**src/rtl/intdiv_sd2_serializer_pkg.sv**
```systemverilog
// -----------------------------------------------------------------------------
// intdiv_sd2_serializer_pkg
// Shared radix-2 signed-digit (SD2) encoding for the intdiv digit-serial
// datapath, plus the serializer FSM state type.
//   SD2 codes : NEG1 = 2'b11, ZERO = 2'b00, POS1 = 2'b01
//   2'b10 is an alternate POS1 code and is never produced by this block.
// -----------------------------------------------------------------------------
package intdiv_sd2_serializer_pkg;

    typedef enum logic [1:0] {
        SD2_ZERO = 2'b00,
        SD2_POS1 = 2'b01,
        SD2_NEG1 = 2'b11
    } sd2_digit_e;

    // state    | meaning
    // ST_IDLE  | waiting for an operand, in_ready=1
    // ST_SHIFT | emitting digit idx of the latched operand, out_valid=1
    typedef enum logic {
        ST_IDLE  = 1'b0,
        ST_SHIFT = 1'b1
    } ser_state_e;

    // Polarity swap of one digit; ZERO maps to itself so no carry is needed.
    function automatic sd2_digit_e sd2_negate(input sd2_digit_e d);
        sd2_digit_e r;
        case (d)
            SD2_POS1: r = SD2_NEG1;
            SD2_NEG1: r = SD2_POS1;
            default:  r = SD2_ZERO;
        endcase
        return r;
    endfunction

endpackage

```
**src/rtl/intdiv_sd2_digit.sv**
```systemverilog
// -----------------------------------------------------------------------------
// intdiv_sd2_digit
// Combinational conversion of one operand bit into an SD2 digit.
// Ports:
//   bit_val        in  1  selected operand bit
//   sign           in  1  sign-magnitude sign (1 = negative); tie 0 in TC mode
//   msb_neg_weight in  1  bit carries weight -2^(W-1) (TC mode, MSB position)
//   neg            in  1  swap digit polarity
//   digit          out 2  SD2 code (NEG1/ZERO/POS1 only)
// -----------------------------------------------------------------------------
module intdiv_sd2_digit
    import intdiv_sd2_serializer_pkg::*;
(
    input  logic       bit_val,
    input  logic       sign,
    input  logic       msb_neg_weight,
    input  logic       neg,
    output logic [1:0] digit
);

    sd2_digit_e base;
    sd2_digit_e final_d;

    always_comb begin
        base = SD2_ZERO;
        if (bit_val) begin
            base = (sign || msb_neg_weight) ? SD2_NEG1 : SD2_POS1;
        end
        final_d = neg ? sd2_negate(base) : base;
        digit   = final_d;
    end

endmodule

```
**src/rtl/intdiv_sd2_serializer.sv**
```systemverilog
// -----------------------------------------------------------------------------
// intdiv_sd2_serializer
// Serializes a W-bit operand MSB-first into radix-2 signed digits, one digit
// per accepted output beat. Supports sign-magnitude and two's-complement
// operands. Optional result negation is enabled by defining the macro
// INTDIV_SD2SER_NEGATE_EN (adds the in_neg port).
// Ports:
//   clk        in  1  clock
//   reset      in  1  synchronous active-high reset
//   in_valid   in  1  operand presented
//   in_ready   out 1  block can accept an operand (IDLE)
//   in_x       in  W  magnitude (SM) or full value (TC)
//   in_sign    in  1  SM sign, ignored in TC mode
//   in_mode    in  1  0 = sign-magnitude, 1 = two's complement
//   in_neg     in  1  negate stream (only with INTDIV_SD2SER_NEGATE_EN)
//   out_valid  out 1  digit valid
//   out_ready  in  1  consumer takes the digit
//   out_digit  out 2  SD2 digit
//   out_last   out 1  final (LSB) digit of the operand
// -----------------------------------------------------------------------------
module intdiv_sd2_serializer
    import intdiv_sd2_serializer_pkg::*;
#(
    parameter int W = 8
) (
    input  logic         clk,
    input  logic         reset,
    input  logic         in_valid,
    output logic         in_ready,
    input  logic [W-1:0] in_x,
    input  logic         in_sign,
    input  logic         in_mode,
`ifdef INTDIV_SD2SER_NEGATE_EN
    input  logic         in_neg,
`endif
    output logic         out_valid,
    input  logic         out_ready,
    output logic [1:0]   out_digit,
    output logic         out_last
);

    localparam int CNT_W = $clog2(W);
    localparam logic [CNT_W-1:0] IDX_MSB = CNT_W'(W - 1);

    ser_state_e     state_q;
    ser_state_e     state_d;
    logic [CNT_W-1:0] idx_q;
    logic [W-1:0]   x_q;
    logic           sign_q;
    logic           mode_q;
    logic           neg_q;

    logic           accept;
    logic           beat;
    logic           idx_zero;
    logic [1:0]     cur_digit;

    assign accept   = in_valid && in_ready;
    assign beat     = out_valid && out_ready;
    assign idx_zero = (idx_q == '0);

    // state register
    always_ff @(posedge clk) begin
        if (reset) begin
            state_q <= ST_IDLE;
        end else begin
            state_q <= state_d;
        end
    end

    // next-state logic
    always_comb begin
        state_d = state_q;
        case (state_q)
            ST_IDLE:  if (accept) state_d = ST_SHIFT;
            ST_SHIFT: if (beat && idx_zero) state_d = ST_IDLE;
            default:  state_d = ST_IDLE;
        endcase
    end

    // outputs; out_digit is forced to ZERO outside SHIFT
    always_comb begin
        in_ready  = 1'b0;
        out_valid = 1'b0;
        out_last  = 1'b0;
        out_digit = SD2_ZERO;
        case (state_q)
            ST_IDLE: begin
                in_ready = 1'b1;
            end
            ST_SHIFT: begin
                out_valid = 1'b1;
                out_last  = idx_zero;
                out_digit = cur_digit;
            end
            default: begin
                in_ready = 1'b0;
            end
        endcase
    end

    // digit index: held while backpressured, reloaded to the MSB on acceptance
    always_ff @(posedge clk) begin
        if (reset) begin
            idx_q <= IDX_MSB;
        end else if (accept) begin
            idx_q <= IDX_MSB;
        end else if (beat && !idx_zero) begin
            idx_q <= idx_q - 1'b1;
        end
    end

    // operand register; only written on acceptance so inputs are ignored in SHIFT
    always_ff @(posedge clk) begin
        if (reset) begin
            x_q    <= '0;
            sign_q <= 1'b0;
            mode_q <= 1'b0;
        end else if (accept) begin
            x_q    <= in_x;
            sign_q <= in_sign;
            mode_q <= in_mode;
        end
    end

`ifdef INTDIV_SD2SER_NEGATE_EN
    always_ff @(posedge clk) begin
        if (reset) begin
            neg_q <= 1'b0;
        end else if (accept) begin
            neg_q <= in_neg;
        end
    end
`else
    assign neg_q = 1'b0;
`endif

    // In TC mode the MSB weighs -2^(W-1); the SM sign is masked off there.
    intdiv_sd2_digit u_digit (
        .bit_val        (x_q[idx_q]),
        .sign           (sign_q && !mode_q),
        .msb_neg_weight (mode_q && (idx_q == IDX_MSB)),
        .neg            (neg_q),
        .digit          (cur_digit)
    );

endmodule

```
**config.mk**
```make
export PLATFORM = sky130hd
export DESIGN_NAME = intdiv_sd2_serializer
export DESIGN_NICKNAME = d
export VERILOG_FILES = /design/src/rtl/intdiv_sd2_serializer_pkg.sv /design/src/rtl/intdiv_sd2_digit.sv /design/src/rtl/intdiv_sd2_serializer.sv
export SDC_FILE = /design/constraint.sdc
export NUM_CORES = 1
export LEC_CHECK = 0
export ABC_AREA = 1
export BUFFER_PORTS_ARGS = -buffer_cell sky130_fd_sc_hd__buf_4
export CAP_MARGIN = 20
export CORE_MARGIN = 10
export CORE_UTILIZATION = 41
export DETAILED_ROUTE_END_ITERATION = 6
export PLACE_DENSITY = 0.65
export SYNTH_ARGS = -nofsm -noshare
export SYNTH_HDL_FRONTEND = slang
export SYNTH_SLANG_ARGS = --single-unit
```
**constraint.sdc**
```tcl
create_clock -name clk -period 1.4 [get_ports clk]
set_input_delay 0.28 -clock clk [delete_from_list [all_inputs] [get_ports clk]]
set_output_delay 0.28 -clock clk [all_outputs]
set_load 0.05 [all_outputs]
```
# After elaboration in Yosys (flattened, before gate mapping)
# Index checks and enable logic that the tools add are counted.
dict set report word_totals {
  reg_bits 14
  in_bits 14
  out_inout_bits 5
}
dict set report op_classes {
  add_sub_neg 1
  magnitude_cmp 1
  eq_ne 1
  mux 11
  n_bitwise 1
  reduce_logical 11
}
# operator n
set ops {}
lappend ops {{logical AND 1 bit} 6}
lappend ops {{two-way mux 1 bit} 6}
lappend ops {{two-way mux 2 bit} 3}
lappend ops {{< comparator 3 x 4 -> 1 bit, second input constant} 1}
lappend ops {{binary-select mux 1 bit (select 3 bit)} 1}
lappend ops {{equality test 3 bit, second input constant} 1}
lappend ops {{logical NOT 3 bit} 1}
lappend ops {{subtractor 3 x 1 -> 3 bit, second input constant} 1}
lappend ops {{logical NOT 1 bit} 2}
lappend ops {{case mux 1 bit (2 select lines)} 1}
lappend ops {{OR reduction 2 bit} 1}
lappend ops {{logical OR 1 bit} 1}
lappend ops {{NOT 1 bit} 1}

# Longest topological paths before layout
# Gate-level depths: netlist of run 1.
dict set report logic_depth {
  word_depth 6
  mapped_depth 6
  depth_no_buf 6
}

# By module
# From an unflattened synthesis of run 1, not the netlist that was laid out.
dict set report unflattened {
  cells_unflattened 109
  area_unflattened_um2 803.3
}
# mod n_inst cells_each area_each_um2
set modules_own_cells {}
lappend modules_own_cells {intdiv_sd2_serializer 1 100 767.0}
lappend modules_own_cells {intdiv_sd2_digit 1 9 36.3}

# Worst setup path after synthesis of run 1
# No wires, ideal clock.
dict set report synth_timing {
  path_kind {reg2reg}
  from {register state_q}
  to {register state_q}
  setup_ps 169
  arrival_ps 2066
  slack_ps -834
  stages_incl_launch_ff 4
  n_path_buf 0
  synth_period_minus_slack_ps 2234
  path_cell_list {dfxtp_1 > inv_1 > nor2_1 > a211oi_1}
}
# element line
set synth_rtl {}
lappend synth_rtl {{from (decl)} intdiv_sd2_serializer.sv:45} ;# ser_state_e state_q;
lappend synth_rtl {{from (signal assigned)} intdiv_sd2_serializer.sv:67} ;# state_q <= state_d;
lappend synth_rtl {{two-way mux 1 bit} intdiv_sd2_serializer.sv:87} ;# case (state_q)
lappend synth_rtl {{named net in_ready} intdiv_sd2_serializer.sv:29} ;# output logic in_ready,
lappend synth_rtl {{logical AND 1 bit} intdiv_sd2_serializer.sv:58} ;# assign accept = in_valid && in_ready;
lappend synth_rtl {{two-way mux 1 bit} intdiv_sd2_serializer.sv:75} ;# ST_IDLE: if (accept) state_d = ST_SHIFT;
lappend synth_rtl {{case mux 1 bit (2 select lines)} intdiv_sd2_serializer.sv:74} ;# case (state_q)
# The timed path passes the listed nets, and every way through them passes these cells.
# A chain may end at the register's enable or synchronous reset.

# Worst setup path in the final report of run 1
dict set report layout_timing {
  from {register idx_q[0]}
  to {output out_digit[1]}
}
dict set report layout_via {
  elab_chain_cells 6
}
# element line
set layout_rtl {}
lappend layout_rtl {{from (decl)} intdiv_sd2_serializer.sv:47} ;# logic [CNT_W-1:0] idx_q;
lappend layout_rtl {{from (signal assigned)} intdiv_sd2_serializer.sv:109} ;# idx_q <= idx_q - 1'b1;
lappend layout_rtl {{equality test 3 bit} intdiv_sd2_serializer.sv:142} ;# .msb_neg_weight (mode_q && (idx_q == IDX_MSB)),
lappend layout_rtl {{logical AND 1 bit} intdiv_sd2_serializer.sv:142}
lappend layout_rtl {{logical OR 1 bit} intdiv_sd2_digit.sv:27} ;# base = (sign || msb_neg_weight) ? SD2_NEG1 : SD2_POS1;
lappend layout_rtl {{two-way mux 2 bit} intdiv_sd2_digit.sv:27}
lappend layout_rtl {{two-way mux 2 bit (*)} intdiv_sd2_digit.sv:26} ;# if (bit_val) begin
lappend layout_rtl {{two-way mux 2 bit (*)} intdiv_sd2_serializer.sv:87}
lappend layout_rtl {{to (decl)} intdiv_sd2_serializer.sv:38} ;# output logic [1:0] out_digit,
# Every way passes the cells marked *; elsewhere a longest branch is shown, timed or not. The select of a mux whose other input is x is not followed.

==> metrics, run 1 <==
status complete, but fails checks; failing checks negative setup slack; Starting Density 0.426; Power Density between 900 and 1000 nW/um^2; first-pass GRT wire length 2710 um; Worst Max-Slew Pin Slew 0.236 ns; Area contributors post-synth dfxtp_1 (39%), a211oi_2 (15%), inv_1 (7.7%), nand2_1 (6.7%), nor2_1 (6.7%); worst slack, placed 0.00175 ns; Hold Path Depth 2; maximum vdd ir drop ~0.51 mV; Antenna Violating Nets Remaining 0; cts bufs inserted 3; worst skew pair latency just under 0.3 ns; Synth warnings 0; final setup violation count 3; Die Y 62.1 um; Setup crit end kind output pin; number of global-route vias before repair between 600 and 700; routed len/inst 12.4 um; RSZ-0062 raised after global routing yes; Sw Ratio 0.302; Slew Limit Fails 0; IO Count 19; hold slack 0.167 ns; die area 3860 um^2; register share of total power 0.460; initial antenna violation count 0; Synth area leader dfxtp_1; worst path arrival time 1.36 ns; final worst slack -0.237 ns; clk_skew 0.000514 ns; PortBufs 18; CTS max path bufs 2; period utilization 1.17; Die Width slightly above 60 um; Post-Syn Area per Cell ~8 um^2; maxcap violations 0; largest net degree at the start of global routing 20; DR iter-0 viols 11; Internal 675 uW; Core Box Area 1710 um^2; crit path cell chain buf_6 -> nand2_2 -> nand3_2 -> nand3_2 -> nand3_4 -> nor2_4 -> buf_6; CTS tree built; Crit Path Class flop to output pin; clock share of power 0.313; Worst path slowest cell dfxtp_4; Comb power frac 0.227; Total Wirelength 1680 um; CP Data Required Time 1.12 ns; clk slew on worst S/H paths 0.09 ns; post-CTS setup buffers 0; crit-path max FO 5; Vias/cell about 4.7; number of diodes 0; nets 129; H-tree Lvls 1; Sink Count 14; routed via count 642; share of cells above drive strength 1 0.523; Leak Pwr 0.457 nW; R2R cell count 6; Final Critical Period 1.64 ns; synthesized net count approximately 110; # DRC 0; GRT Residual Overflow 0; Clock Tree Root clkbuf_4; Worst slew margin 0.843; Core Rows 15; HP Class primary input to flop; total power 967 uW; Final HPWL DP about 1200 um; Max Freq a little over 600 MHz; total track usage 0.0849; Fin. Hold Viols 0; setup TNS -0.611 ns; area delta synth->final 44.1%; mapped cell area 727 um^2; top-area cell type share of the netlist area 0.386; Worst path max stage delay 0.39 ns; net switching power 292 uW; Seq/Total Area, Yosys 0.386; Pre-Repair DR Iteration Count 2; RePlAce Congestion 0.757; post-synth cell types 19; Synth Register Bits 14; startpoint types flop; cell count after synthesis a little under 90
[layout by cell type (no fill, tap or decap), types with 2 or more instances in the layout]
| cell | Yosys | layout |
|---|---|---|
| inv_1 | 15 | 12 |
| dfxtp_1 | 14 | 11 |
| nand2_1 | 13 | 8 |
| nand3_2 | 0 | 6 |
| inv_4 | 1 | 2 |
| ha_1 | 3 | 2 |
| buf_6 | 0 | 2 |
| buf_4 | 0 | 16 |
| nor2_1 | 13 | 11 |
| dfxtp_4 | 0 | 3 |
| o211ai_1 | 2 | 2 |
| inv_2 | 1 | 2 |
| a211oi_2 | 9 | 9 |
| nand2_2 | 1 | 6 |
| nor2_4 | 1 | 3 |
| nand3_1 | 9 | 2 |
| buf_8 | 1 | 2 |
| clkbuf_4 | 0 | 3 |
[path summary, 6_finish.rpt]
kind | startpoint | endpoint | slack, ns
worst min register to register | sign_q$_SDFFE_PP0P_ | sign_q$_SDFFE_PP0P_ | 0.48
worst min-delay path | out_ready | state_q$_SDFF_PP0_ | 0.17
worst max register to register | idx_q[0]$_SDFFE_PP1P_ | idx_q[0]$_SDFFE_PP1P_ | 0.09
worst max-delay path | idx_q[0]$_SDFFE_PP1P_ | out_digit[1] | -0.24
[worst max-delay path, delay by kind of cell (launching register included)]
kind	cells	cell delay, ns
buffers and inverters	2	0.29
AND/OR/NAND/NOR	5	0.39
flip-flops	1	0.39
[cell usage after synthesis]
cell	count
o21ai_0	1
a211oi_1	1
xnor2_1	1
nor2_4	1
nand3_1	9
o211ai_1	2
a21oi_1	1
dfxtp_1	14
ha_1	3
buf_8	1
xor2_1	1
inv_1	15
nand2_2	1
nor2_1	13
inv_2	1
inv_4	1
a211oi_2	9
nand2_1	13
buf_2	1
[power by group through the flow]
| stage | sequential, mW | combinational [mW] | clock [mW] |
|---|---|---|---|
| after floorplan | 0.456 | 0.131 | 0 |
| after global placement | 0.451 | 0.192 | 0 |
| after detailed placement | 0.451 | 0.194 | 0 |
| after CTS | 0.442 | 0.208 | 0.312 |
| after global routing | 0.448 | 0.237 | 0.335 |
| final | 0.445 | 0.219 | 0.303 |
[repair_timing]
| item | 4_1_cts | 5_1_grt |
|---|---|---|
| setup endpoints to repair | 3 | 3 |
| pin swaps | 5 | 7 |
| hold buffers | 0 | 0 |
| gates resized for setup | 16 | 13 |
[cell families (layout without fill, tap and decap cells)]
kind of cell,after synthesis,count (layout),share of synthesized area
simple gates,37,37,0.220
fa+ha+maj,3,3,0.0516
flops,14,14,0.386
buf+inv,19,41,0.119
xor+xnor,2,2,0.0241
compound gates,14,14,0.200
[through the flow]
stage	std cells	utilization	instance area (um^2)
floorplan	89	-	749
global placement	132	0.533	911
detailed placement	132	0.533	911
CTS	136	0.585	1000
global route	136	0.613	1050
finish	136	0.613	1050
[sequential cells by signal (all words and copies together) (netlist names)]
name and flops:
x_q 8, idx_q 3, mode_q 1, sign_q 1
state_q 1
[routing by layer]
metal	wire length, um	vias to the layer above	GRT usage
li1	-	331	-
met1	734	297	0.0936
met2	859	9	0.137
met3	48	5	0.0287
met4	43	0	0.0514
met5	0	-	0
[layout make-up]
type	instances	area [um^2]
multi-input cells	56	443
inverters	17	72.6
repair buffers	20	173
well taps	25	31.3
fillers	151	661
clock buffers	4	36.3
flip-flops and latches	14	292
(Power assumes the default switching activity.)
==> run 2: changes to the inputs <==
--- a/config.mk
+++ b/config.mk
@@ -8,6 +8,7 @@
 export ABC_AREA = 1
 export BUFFER_PORTS_ARGS = -buffer_cell sky130_fd_sc_hd__buf_4
 export CAP_MARGIN = 20
+export CORE_ASPECT_RATIO = 1.25
 export CORE_MARGIN = 10
 export CORE_UTILIZATION = 41
 export DETAILED_ROUTE_END_ITERATION = 6
==> run 2 against run 1 <==
The flow still finishes with violations (negative setup slack). Die area is 0.28% higher. Hold slack improved by 0.0056 ns. Non-clock buffer count rose by 2. First-iteration DRC count fell by 45%. Combinational power barely moved. Critical path type unchanged. Largest cell class unchanged. Largest power group unchanged.
==> metrics, run 2 (synthesized netlist as in run 1, its figures left out) <==
Largest register FFs 8 (unchanged); Worst R2R Start idx_q[0]$_SDFFE_PP1P_ (unchanged); worst skew pair latency 0.28 ns (was 0.29 ns); IO Count 19 (unchanged); worst slack, placed 0.00535 ns (was 0.00175 ns); Clock Tree Root clkbuf_4 (unchanged); Sw Ratio 0.289 (was 0.302); Setup crit end kind output pin (unchanged); WP depth 7 (unchanged); Post-CTS Hold Fix Bufs 0 (unchanged); crit path cell chain buf_6 -> nand2_2 -> nand3_2 -> nand3_2 -> nand3_2 -> nor2_4 -> buf_8 (was buf_6 -> nand2_2 -> nand3_2 -> nand3_2 -> nand3_4 -> nor2_4 -> buf_6); worst path arrival time 1.33 ns (was 1.36 ns); Hold Path Depth 2 (unchanged); Max Freq 621 MHz (was 611 MHz); clk_skew 0.000600 ns (was 0.000514 ns); HP Class primary input to flop (unchanged); Antenna Violating Nets Remaining 0 (unchanged); min-delay src out_ready (unchanged); register share of total power 0.465 (was 0.460); total track usage 0.0867 (was 0.0849); final setup violation count 3 (unchanged); share of cells above drive strength 1 0.522 (was 0.523); final worst slack -0.211 ns (was -0.237 ns); Worst Max-Slew Pin Slew 0.225 ns (was 0.236 ns); Core Box Area 1620 um^2 (was 1710 um^2); reg2reg end idx_q[0]$_SDFFE_PP1P_ (unchanged); area delta synth->final 42.7% (was 44.1%); routed via count 634 (was 642); Worst path slowest cell dfxtp_4 (unchanged); period utilization 1.15 (was 1.17); number of global-route vias before repair 604 (was 626); Internal 675 uW (about the same); crit-path most repeated cell nand3_2; Crit Path Class flop to output pin (unchanged); H-tree Lvls 1 (unchanged); Leak Pwr 0.468 nW (was 0.457 nW); Pre-Repair DR Iteration Count 4 (was 2); GRT Residual Overflow 0 (unchanged); largest registers x_q x8, idx_q x3 (unchanged); final core utilization 0.640 (was 0.613); largest net degree at the start of global routing 20 (unchanged); cts bufs inserted 3 (unchanged); status complete, but fails checks (unchanged); CP Data Required Time 1.12 ns (about the same); RSZ-0062 raised after global routing yes (unchanged); number of diodes 0 (unchanged); PortBufs 18 (unchanged); Starting Density 0.448 (was 0.426); Total Wirelength 1580 um (was 1680 um); maxcap violations 0 (unchanged); Endpoint, Worst Hold state_q$_SDFF_PP0_ (unchanged); critical path's top delay family simple AND/OR/NAND/NOR gates (was flip-flops); most frequent cells in the layout buf_4 (17), inv_1 (13), nor2_1 (11), dfxtp_1 (11), a211oi_2 (9) (was buf_4 (16), inv_1 (12), nor2_1 (11), dfxtp_1 (11), a211oi_2 (9)); clk slew on worst S/H paths 0.08 ns (was 0.09 ns); nets 131 (was 129); Worst path max stage delay 0.37 ns (was 0.39 ns); startpoint types flop (unchanged); Comb power frac 0.230 (was 0.227); Fin. Hold Viols 0 (unchanged); crit-path max FO 4 (was 5); Sink Count 14 (unchanged); DR iter-0 viols 6 (was 11); clock share of power 0.305 (was 0.313); maximum vdd ir drop 0.622 mV (was 0.507 mV); routed len/inst 12.1 um (was 12.4 um); WP buf/inv 2 (unchanged); CTS tree built (unchanged); Final HPWL DP 1140 um (was 1180 um); net switching power 275 uW (was 292 uW); initial antenna violation count 0 (unchanged); Die Y 67.1 um (was 62.1 um); largest register by flop count x_q (unchanged); first-pass GRT wire length 2690 um (was 2710 um); Core Rows 16 (was 15); die area 3870 um^2 (was 3860 um^2); Die Width 57.7 um (was 62.1 um); R2R cell count 6 (unchanged); hold slack 0.173 ns (was 0.167 ns); CTS max path bufs 2 (unchanged); Vias/cell 4.84 (was 4.72); commonest non-fill, non-tap cell in the layout buf_4 (unchanged); Worst slew margin 0.850 (was 0.843); worst reg2reg setup slack 0.10 ns (was 0.09 ns); Slew Limit Fails 0 (unchanged); # DRC 0 (unchanged); Final Critical Period 1.61 ns (was 1.64 ns); Power Density 916 nW/um^2 (was 923 nW/um^2); RePlAce Congestion 0.726 (was 0.757); failing checks negative setup slack (unchanged)
-- run 2: per-layer routing --
| metal | global-route usage | routed length [um] | up-vias |
|---|---|---|---|
| met5 | 0 | 0 | - |
| met4 | 0.0353 | 8 | 0 |
| met3 | 0.0436 | 97 | 2 |
| met2 | 0.145 | 804 | 12 |
| met1 | 0.0897 | 669 | 286 |
| li1 | - | - | 334 |
-- run 2: cell type report --
type | instances | area (um^2)
fillers | 140 | 584
multi-input cells | 56 | 425
flip-flops and latches | 14 | 292
repair buffers | 22 | 191
inverters | 17 | 70.1
clock buffers | 4 | 36.3
well taps | 18 | 22.5
-- run 2: power by group through the flow --
stage / Clock [mW] / Combinational (mW) / Sequential [mW]
finish: 0.290 / 0.218 / 0.441
detailed placement: 0 / 0.193 / 0.451
floorplan: 0 / 0.131 / 0.456
global route: 0.327 / 0.238 / 0.445
CTS: 0.305 / 0.214 / 0.442
global placement: 0 / 0.192 / 0.450
-- run 2: how the worst max path moves through the flow --
stage | start | end
floorplan | idx_q[0]$_SDFFE_PP1P_ | out_digit[0]
global placement | idx_q[0]$_SDFFE_PP1P_ | out_digit[1]
detailed placement | idx_q[0]$_SDFFE_PP1P_ | out_digit[1]
CTS | idx_q[0]$_SDFFE_PP1P_ | out_digit[1]
global route | idx_q[0]$_SDFFE_PP1P_ | out_digit[1]
finish | idx_q[0]$_SDFFE_PP1P_ | out_digit[1]
-- run 2: through the flow --
step / power (mW) / cells / area, um^2 / setup TNS (ns)
4_1_cts: 0.960 / 130 / 1020 / -0.561
5_1_grt: 1.01 / 131 / 1040 / -0.826
3_3_place_gp: 0.643 / 125 / 902 / 0
3_5_place_dp: 0.644 / 125 / 902 / 0
2_1_floorplan: 0.587 / 89 / 749 / -0.0889
6_report: 0.950 / 131 / 1040 / -0.570
-- run 2: worst register-to-register path, delay by kind of cell (launching register included) --
kind	cells	cell delay, ns
buffers and inverters	1	0.08
adder cells (fa/ha/maj)	1	0.20
XOR/XNOR	1	0.17
flip-flops	1	0.38
AND/OR/NAND/NOR	3	0.36
-- run 2: timing repair --
action	4_1_cts	5_1_grt
setup buffers	1	1
resized for setup	23	3
setup endpoints to repair	3	4
pin swaps	9	3
==> run 3: changes to the inputs <==
--- a/config.mk
+++ b/config.mk
@@ -11,6 +11,7 @@
 export CORE_ASPECT_RATIO = 1.25
 export CORE_MARGIN = 10
 export CORE_UTILIZATION = 41
+export CTS_CLUSTER_DIAMETER = 200
 export DETAILED_ROUTE_END_ITERATION = 6
 export PLACE_DENSITY = 0.65
 export SYNTH_ARGS = -nofsm -noshare
==> constraint.sdc (replaced) <==
create_clock -name clk -period 1.4 [get_ports clk]
set_input_delay 0.35 -clock clk [delete_from_list [all_inputs] [get_ports clk]]
set_output_delay 0.35 -clock clk [all_outputs]
set_load 0.05 [all_outputs]
==> run 3 against run 2 <==
The run still ends with negative setup slack left. Critical path depth unchanged. Die area is the same. Design area rose by 11%. Power grew 5.2%. Via count grew 7.1%. Non-clock buffer count up 10. Clock skew increased by 0.0043 ns. Critical path type unchanged. Wire length is 16% higher. Sequential power about the same. Register-to-register slack improved by 0.03 ns.
==> metrics, run 3 (synthesized netlist as in run 1, its figures left out) <==
worst path arrival time 1.37 ns (was 1.33 ns); Slew Limit Fails 0 (unchanged); HP Class primary input to flop (unchanged); Power Density 867 nW/um^2 (was 916 nW/um^2); H-tree Lvls 1 (unchanged); clk slew on worst S/H paths 0.09 ns (was 0.08 ns); largest net degree at the start of global routing 20 (unchanged); maxcap violations 0 (unchanged); Leak Pwr 0.520 nW (was 0.468 nW); number of diodes 0 (unchanged); number of global-route vias before repair 672 (was 604); die area 3870 um^2 (unchanged); Vias/cell 4.82 (was 4.84); total track usage 0.0906 (was 0.0867); initial antenna violation count 0 (unchanged); crit path from idx_q[0]$_SDFFE_PP1P_ (unchanged); largest register by flop count x_q (unchanged); routed len/inst 13.0 um (was 12.1 um); Starting Density 0.448 (unchanged); GRT Residual Overflow 0 (unchanged); CP Data Required Time 1.05 ns (was 1.12 ns); startpoint types flop (unchanged); Die Y 67.1 um (unchanged); RSZ-0062 raised after global routing yes (unchanged); Final HPWL DP 1200 um (was 1140 um); clk_skew 0.00486 ns (was 0.000600 ns); worst reg2reg setup slack 0.13 ns (was 0.10 ns); CTS max path bufs 2 (unchanged); Fin. Hold Viols 0 (unchanged); crit-path max FO 7 (was 4); Crit Path Class flop to output pin (unchanged); final core utilization 0.711 (was 0.640); first-pass GRT wire length 2820 um (was 2690 um); CTS tree built (unchanged); worst slack, placed -0.120 ns (was 0.00535 ns); Core Rows 16 (unchanged); commonest non-fill, non-tap cell in the layout buf_4 (unchanged); Final Critical Period 1.72 ns (was 1.61 ns); Sink Count 14 (unchanged); Clock Tree Root clkbuf_4 (unchanged); Largest register FFs 8 (unchanged); Fill cells 131 (was 140); Setup crit end kind output pin (unchanged); routed via count 679 (was 634); area delta synth->final 58.5% (was 42.7%); Worst Max-Slew Pin Slew 0.236 ns (was 0.225 ns); Pre-Repair DR Iteration Count 4 (unchanged); setup TNS -0.914 ns (was -0.570 ns); period utilization 1.23 (was 1.15); cts bufs inserted 3 (unchanged); IO Count 19 (unchanged); Worst slew margin 0.843 (was 0.850); RePlAce Congestion 0.764 (was 0.726); DR iter-0 viols 16 (was 6); Core Box Area 1620 um^2 (unchanged); share of cells above drive strength 1 0.577 (was 0.522); reg2reg end idx_q[0]$_SDFFE_PP1P_ (unchanged); nets 141 (was 131); Die Width 57.7 um (unchanged); Worst R2R Start idx_q[0]$_SDFFE_PP1P_ (unchanged); final setup violation count 3 (unchanged); Total Wirelength 1830 um (was 1580 um); failing checks negative setup slack (unchanged); status complete, but fails checks (unchanged); R2R cell count 7 (was 6); most frequent cells in the layout buf_4 (28), inv_1 (12), nor2_1 (11), dfxtp_1 (11), a211oi_2 (9) (was buf_4 (17), inv_1 (13), nor2_1 (11), dfxtp_1 (11), a211oi_2 (9)); worst skew pair latency 0.29 ns (was 0.28 ns); Max Freq 583 MHz (was 621 MHz); maximum vdd ir drop 0.632 mV (was 0.622 mV); final worst slack -0.316 ns (was -0.211 ns); # DRC 0 (unchanged); largest registers x_q x8, idx_q x3 (unchanged); crit path capture out_digit[1] (unchanged); PortBufs 18 (unchanged); Antenna Violating Nets Remaining 0 (unchanged)
-- run 3: changes by cell type in the layout (fill, tap and decap cells not counted), moves of 2 or more --
cell / delta
buf_4: +11
ha_1: -2
nand2_2: -2
ha_4: +2
-- run 3: report_power, final --
group          internal, mW  switching, mW  leakage [nW]
clock network         0.158          0.141        0.0210
registers             0.424         0.0201         0.116
logic                 0.119          0.138         0.383
total                 0.701          0.299         0.520
-- run 3: area by class of cell --
| cell class | count | area, um^2 | area share |
|---|---|---|---|
| inverters | 17 | 78.8 | 0.0684 |
| multi-input cells | 56 | 460 | 0.400 |
| repair buffers | 32 | 263 | 0.228 |
| flip-flops and latches | 14 | 292 | 0.253 |
| clock buffers | 4 | 36.3 | 0.0315 |
| well taps | 18 | 22.5 | 0.0195 |
-- run 3: how the worst min path moves through the flow --
stage | from | end | slack [ns] | cells past startpoint
2_1_floorplan | reset | x_q[7]$_SDFFE_PP0P_ | 0.42 | 1
3_3_place_gp | sign_q$_SDFFE_PP0P_ | sign_q$_SDFFE_PP0P_ | 0.46 | 2
3_5_place_dp | sign_q$_SDFFE_PP0P_ | sign_q$_SDFFE_PP0P_ | 0.47 | 2
4_1_cts | out_ready | state_q$_SDFF_PP0_ | 0.23 | 2
5_1_grt | out_ready | state_q$_SDFF_PP0_ | 0.26 | 2
6_report | out_ready | state_q$_SDFF_PP0_ | 0.24 | 2
-- run 3: what timing repair did --
action                                 in CTS  in global routing
hold buffers                                0                  0
buffers inserted                            0                  1
endpoints found under the hold margin       0                  0
gates resized for setup                    15                 16
pin swaps                                   7                  6
setup endpoints to repair                   6                  7
-- run 3: metal layers --
metal | GRT usage | part of all wire | up-vias | wire length, um
met3 | 0.0247 | 0.043 | 5 | 78
li1 | - | - | 354 | -
met2 | 0.155 | 0.52 | 14 | 960
met1 | 0.0942 | 0.41 | 306 | 754
met4 | 0.0618 | 0.020 | 0 | 36
met5 | 0 | 0 | - | 0
-- run 3: critical path: stages (launching register included) --
cell and delay, ns:
dfxtp_4 0.42, inv_6 0.06, nand2_2 0.06, nand3_2 0.06, nand3_2 0.10, nand3_4 0.10
nor2_4 0.12, buf_8 0.15
-- run 3: stage by stage --
step | instance area [um^2] | power (mW) | hold WS [ns] | cells
after floorplan | 754 | 0.589 | 0.423 | 89
after global placement | 990 | 0.672 | 0.464 | 136
after detailed placement | 990 | 0.676 | 0.472 | 136
after CTS | 1070 | 0.981 | 0.227 | 140
after global routing | 1150 | 1.05 | 0.264 | 141
final | 1150 | 1.00 | 0.243 | 141
